## config.mk

```make
export PLATFORM = sky130hd
export DESIGN_NAME = uart_alu_ctrl
export DESIGN_NICKNAME = d
export VERILOG_FILES = /design/src/rtl/uart_alu_ctrl.sv
export SDC_FILE = /design/constraint.sdc
export NUM_CORES = 1
export LEC_CHECK = 0
export CAP_MARGIN = 20
export CORE_AREA = 2 2 70 85
export CTS_BUF_LIST = sky130_fd_sc_hd__clkbuf_2 sky130_fd_sc_hd__clkbuf_4 sky130_fd_sc_hd__clkbuf_8
export DETAILED_ROUTE_END_ITERATION = 8
export DIE_AREA = 0 0 72 87
export GPL_ROUTABILITY_DRIVEN = 0
export PLACE_DENSITY = 0.67
export SLEW_MARGIN = 20
export SYNTH_ARGS = -nofsm -noshare
export SYNTH_HDL_FRONTEND = slang
export SYNTH_SLANG_ARGS = --single-unit
```

## constraint.sdc

```tcl
create_clock -name i_clock -period 2.6 [get_ports i_clock]
set_clock_uncertainty 0.15 [all_clocks]
set_input_delay 0.26 -clock i_clock [delete_from_list [all_inputs] [get_ports i_clock]]
set_output_delay 0.26 -clock i_clock [all_outputs]
set_load 0.1 [all_outputs]
```

## src/rtl/uart_alu_ctrl.sv

```systemverilog
// Command sequencer: gathers operand A, operand B and opcode from the UART receiver,
// runs the ALU for one cycle and hands the result to the UART transmitter.
//
// state   | meaning
// GET_A   | idle, waiting for operand A (no timeout)
// GET_B   | waiting for operand B, inter-byte timer running
// GET_OP  | waiting for opcode, inter-byte timer running
// EXEC    | capture ALU result into o_tx_data
// SEND    | wait for transmitter idle, then pulse o_tx_start
// WAIT_TX | wait for transmitter done
module uart_alu_ctrl #(
  parameter int NB_DATA     = 8,
  parameter int NB_OP       = 6,
  parameter int NB_STATE    = 3,
  parameter int NB_TIMEOUT  = 16,
  parameter int TIMEOUT_CYC = 50000
) (
  input  logic               i_clock,
  input  logic               i_reset,
  input  logic               i_rx_done,
  input  logic [NB_DATA-1:0] i_rx_data,
  input  logic [NB_DATA-1:0] i_alu_result,
  input  logic               i_tx_busy,
  input  logic               i_tx_done,
  output logic [NB_DATA-1:0] o_alu_a,
  output logic [NB_DATA-1:0] o_alu_b,
  output logic [NB_OP-1:0]   o_alu_op,
  output logic [NB_DATA-1:0] o_tx_data,
  output logic               o_tx_start,
  output logic               o_busy,
  output logic               o_timeout,
  output logic               o_overrun
);

  typedef enum logic [NB_STATE-1:0] {
    GET_A   = NB_STATE'(0),
    GET_B   = NB_STATE'(1),
    GET_OP  = NB_STATE'(2),
    EXEC    = NB_STATE'(3),
    SEND    = NB_STATE'(4),
    WAIT_TX = NB_STATE'(5)
  } state_t;

  // Timer counts down from the load value; reaching zero is the terminal count.
  localparam logic [NB_TIMEOUT-1:0] CNT_LOAD = NB_TIMEOUT'(TIMEOUT_CYC - 1);

  state_t                state, state_next;
  logic [NB_TIMEOUT-1:0] cnt, cnt_next;
  logic [NB_DATA-1:0]    alu_a_next, alu_b_next, tx_data_next;
  logic [NB_OP-1:0]      alu_op_next;
  logic                  tx_start_next, timeout_next, overrun_next;

  always_ff @(posedge i_clock or negedge i_reset) begin
    if (!i_reset) begin
      state      <= GET_A;
      cnt        <= '0;
      o_alu_a    <= '0;
      o_alu_b    <= '0;
      o_alu_op   <= '0;
      o_tx_data  <= '0;
      o_tx_start <= 1'b0;
      o_timeout  <= 1'b0;
      o_overrun  <= 1'b0;
    end else begin
      state      <= state_next;
      cnt        <= cnt_next;
      o_alu_a    <= alu_a_next;
      o_alu_b    <= alu_b_next;
      o_alu_op   <= alu_op_next;
      o_tx_data  <= tx_data_next;
      o_tx_start <= tx_start_next;
      o_timeout  <= timeout_next;
      o_overrun  <= overrun_next;
    end
  end

  always_comb begin
    state_next    = state;
    cnt_next      = '0;
    alu_a_next    = o_alu_a;
    alu_b_next    = o_alu_b;
    alu_op_next   = o_alu_op;
    tx_data_next  = o_tx_data;
    tx_start_next = 1'b0;
    timeout_next  = 1'b0;
    overrun_next  = 1'b0;
    case (state)
      GET_A: begin
        if (i_rx_done) begin
          alu_a_next = i_rx_data;
          cnt_next   = CNT_LOAD;
          state_next = GET_B;
        end
      end
      GET_B: begin
        if (i_rx_done) begin
          alu_b_next = i_rx_data;
          cnt_next   = CNT_LOAD;
          state_next = GET_OP;
        end else if (cnt == '0) begin
          timeout_next = 1'b1;
          state_next   = GET_A;
        end else begin
          cnt_next = cnt - NB_TIMEOUT'(1);
        end
      end
      GET_OP: begin
        if (i_rx_done) begin
          alu_op_next = i_rx_data[NB_OP-1:0];
          state_next  = EXEC;
        end else if (cnt == '0) begin
          timeout_next = 1'b1;
          state_next   = GET_A;
        end else begin
          cnt_next = cnt - NB_TIMEOUT'(1);
        end
      end
      EXEC: begin
        overrun_next = i_rx_done;
        tx_data_next = i_alu_result;
        state_next   = SEND;
      end
      SEND: begin
        overrun_next = i_rx_done;
        if (!i_tx_busy) begin
          tx_start_next = 1'b1;
          state_next    = WAIT_TX;
        end
      end
      WAIT_TX: begin
        overrun_next = i_rx_done;
        if (i_tx_done) state_next = GET_A;
      end
      default: state_next = GET_A;
    endcase
  end

  assign o_busy = (state == EXEC) || (state == SEND) || (state == WAIT_TX);

endmodule
```

## Word-level counts from Yosys, hierarchy flattened

Cells that the tools add are included.

- Register bits after elaboration: 52
- Input port bits: 21
- Output and inout bits: 34
- Logic and storage cells: 46

- $add $sub $neg: 1
- Equal/unequal tests: 8
- Mux-type cells: 18
- Reductions and logical operators: 10

Operators with widths:

| operator | count |
|---|---|
| $mux W16 | 4 |
| $pmux W16 S3 | 1 |
| $mux W3 | 6 |
| $pmux W3 S6 | 1 |
| $logic_not A16 Y1 | 1 |
| $sub A16 B1 Y16 const B | 1 |
| $eq A3 B2 Y1 const B | 2 |
| $eq A3 B3 Y1 const B | 2 |
| $mux W1 | 6 |
| $ne A2 B2 Y1 const B | 3 |
| $reduce_and A2 Y1 | 3 |
| $eq A3 B1 Y1 const B | 1 |
| $logic_not A3 Y1 | 1 |
| $reduce_and A3 Y1 | 1 |
| $reduce_or A3 Y1 | 1 |
| $logic_or A1 B1 Y1 | 2 |
| $reduce_or A2 Y1 | 1 |

## Longest topological paths before layout

- Word-level depth: 4
- Gate-level depth with buffers: 6
- Gate-level depth less buffers: 6

## Least setup slack after synthesis

OpenSTA, ideal clock, no wires.

- Path kind: register to output
- From: register state[2]
- To: output o_busy
- Data arrival time: 1.426 ns
- Setup slack: 0.764 ns
- Stages on the path, launching flop included: 5
- Cell sequence: dfrtp_1 inv_1 nand3_1 buf_2 nand2_1

- Longest elaborated chain between the ends: 3
- Elaborated cells on any way between the ends: 5
- Classes of those cells: eq/ne: 3; reduce/logical: 2

Ends and longest elaborated chain:

| item | RTL line | RTL |
|---|---|---|
| start: declaration | 47 | `state_t state, state_next;` |
| start signal: assignment | 65 | `state <= state_next;` |
| $eq A3 B2 Y1 or $eq A3 B3 Y1 (tied branches) | 138 | `assign o_busy = (state == EXEC) \|\| (state == SEND) \|\| (state == WAIT_TX);` |
| $logic_or A1 B1 Y1 | 138 |  |
| $logic_or A1 B1 Y1 * | 138 |  |
| end: declaration | 30 | `output logic o_busy,` |

Every way passes the cells marked *; elsewhere a longest branch is shown, timed or not.

## Worst setup path after layout

- From: register state[0]
- To: output o_busy

Same word-level chain as after synthesis.

==> metrics.txt <==
Die X 72 µm; Worst-Margin Slew 0.661 ns; Post-Route WL 4490 µm; Tmin final 2.26 ns; Worst Path Required 2.19 ns; Yosys reg bits 52; via count 1627; CP max FO 11; Syn Std Cell Area 0.00237 mm²; row count 30; initial antenna violation count 0; status finished, final reports clean; TritonCTS buffer count 5; Top Family by Delay on Critical Path simple AND/OR/NAND/NOR gates; number of global-route vias before repair 1663; type of the worst setup path reg2out; # clock sinks 52; fmax 442 MHz; CTS tree done; Maximum Capacitance Violations 0; Post-synth ARST share 1.00; Area Growth Syn to Fin 27.5%; met3 Usage GRT 0.0498; Antenna Cells 0; slowest CP cell dfrtp_1; Worst setup EP type primary output; CP cell instances nand3_1 > nand2_1 > buf_12; core area 0.00552 mm²; DRT antenna net count 0; Root Buffer clkbuf_8; GR peak layer met2; clk slew on worst S/H paths 0.09 ns; largest net degree at the start of global routing 53; met2 usage 0.250; Synth Area per Inst 12.9 µm²; GRT Total Usage 0.159; global-route wire length before repair 7790 µm; Worst-Skew Late Latency 0.30 ns; H-tree Lvls 2; ratio of cells with drive above 1 in the final layout 0.348; Die Y 87 µm; met1 Use GR 0.211; drt via density 5.28; WL per Instance 14.6 µm; Synthesized Nets 207; main flop type after synthesis dfrtp_1; Worst setup SP type flip-flop; DRC violations left 0; Setup violations, final 0; Syn Inst Count 184; CP bufs+invs 1; Fin. Hold Viols 0; io pins 55; post_cts resized 0; RSZ-0062 raised after global routing no; initial cell density of the core 0.430; post-route setup TNS 0 ns; dpl hpwl 3270 µm; drt first pass iters 4; Final Max Tran Viols 0; relative slew slack 0.559; grt total ovfl 0; post-synthesis sequential area ratio 0.548; max incr delay on CP 0.61 ns; I/O Buffers 54; YS warnings 0; Arrival @ worst endpoint 1.85 ns; die area 0.00626 mm²; clk buf depth 2; Post-synth EDFFs 0; Nets 266; worst min path class reg2reg; period utilization 0.870; post-synthesis cell type count 46; DR iter-0 viols 76
==> stage by stage <==
step | setup WS (ns) | hold slack [ns] | instance area [µm²] | utilization | instances
global placement | 0.359 | 0.277 | 2900 | 0.525 | 299
floorplan | 0.764 | -0.186 | 2370 | - | 184
CTS | 0.311 | 0.357 | 3030 | 0.549 | 308
detailed placement | 0.322 | 0.272 | 2900 | 0.525 | 299
global route | 0.167 | 0.382 | 3030 | 0.549 | 308
finish | 0.339 | 0.352 | 3030 | 0.549 | 308
==> final cells by class <==
class	count	area [µm²]
fillers	471	2490
flip-flops and latches	52	1300
multi-input cells	120	1000
repair buffers	59	503
clock buffers	6	82.6
well taps	64	80.1
clock inverters	2	38.8
inverters	5	18.8
==> cells by family after synthesis <==
kind of cell,Yosys count,synth area share
and+or+nand+nor,58,0.174
DFF,52,0.548
muxes,30,0.142
AOI/OAI and AO/OA,20,0.0585
buffers and inverters,12,0.0295
xor gates and xnor gates,10,0.0369
adders and majority gates,2,0.0105
==> synthesized netlist by cell type (2+ instances only) <==
library cell   n  share of area
buf_4          2         0.0063
nor4_4         2          0.018
xor2_1         7          0.026
nand3b_1       2         0.0063
nand2_1        5         0.0079
ha_1           2          0.011
or3_1          2         0.0053
a21oi_1        5          0.011
nor2_8         2          0.017
dfrtp_1       52           0.55
xnor2_1        3          0.011
buf_6          2         0.0095
buf_2          2         0.0042
nor2_1        13          0.021
nor3_2         2         0.0084
mux2_2        28           0.13
o31ai_1        5          0.016
nand2b_1       3         0.0079
o21ai_0        2         0.0042
nand4_1        3         0.0079
inv_1          5         0.0079
nand3_1        6          0.013
nor4b_1        2         0.0074
mux2_1         2         0.0095
nor3_1         4         0.0084
==> worst paths after layout <==
| kind | to | depth (start not counted) | slack [ns] | start |
|---|---|---|---|---|
| min in group asynchronous | cnt[5]$_DFF_PN0_ | 3 | 0.45 | i_reset |
| max in group asynchronous | cnt[2]$_DFF_PN0_ | 3 | 1.41 | i_reset |
| max reg2reg | cnt[4]$_DFF_PN0_ | 6 | 0.51 | cnt[0]$_DFF_PN0_ |
| min | o_alu_a[6]$_DFFE_PN0P_ | 1 | 0.35 | o_alu_a[6]$_DFFE_PN0P_ |
| max | o_busy | 3 | 0.34 | state[0]$_DFFE_PN0P_ |
| min reg2reg | o_alu_a[6]$_DFFE_PN0P_ | 1 | 0.35 | o_alu_a[6]$_DFFE_PN0P_ |
==> flip-flops by register name, indices dropped and copies added (netlist names) <==
| signal | count |
|---|---|
| o_alu_op | 6 |
| cnt | 16 |
| state | 3 |
| o_alu_a | 8 |
| o_tx_start | 1 |
| o_alu_b | 8 |
| o_timeout | 1 |
| o_tx_data | 8 |
| o_overrun | 1 |
==> repair_timing <==
| item | in CTS | in global routing |
|---|---|---|
| buffers inserted | 0 | 0 |
| hold buffers | 1 | 0 |
| endpoints found under the hold margin | 52 | 0 |
==> worst reg2reg max path, delay by kind of cell (launching register included) <==
kind	cells	cell delay [ns]
AOI/OAI and AO/OA	1	0.35
adders and majority gates	1	0.17
buffers and inverters	1	0.10
DFF	1	0.44
and+or+nand+nor	3	0.77
==> cell usage in the layout, fill, tap and decap left out, types with 2 or more instances in the layout <==
master           count
clkbuf_8             6
nor4b_1              2
inv_1                5
mux2_2              28
xor2_1               7
nor3_1               4
nor2_1              13
buf_4               37
a21oi_1              5
xnor2_1              3
mux2_1               2
ha_1                 2
dfrtp_1             52
o21ai_0              2
or3_1                2
nor4_4               2
nor2_8               2
nand2b_1             3
nand3_1              6
nand4_1              3
clkdlybuf4s50_1     19
nand3b_1             2
nand2_1              5
o31ai_1              5
nor3_2               2
==> metal layers <==
| metal | share of wire | vias to the layer above |
|---|---|---|
| met5 | 0 | - |
| met4 | 0.0085 | 0 |
| met3 | 0.062 | 5 |
| met2 | 0.49 | 42 |
| met1 | 0.44 | 804 |
| li1 | - | 776 |
Power is left out: the tool's default activity adds up to more than one toggle a clock period on the data nets, which glitch-free logic cannot reach.
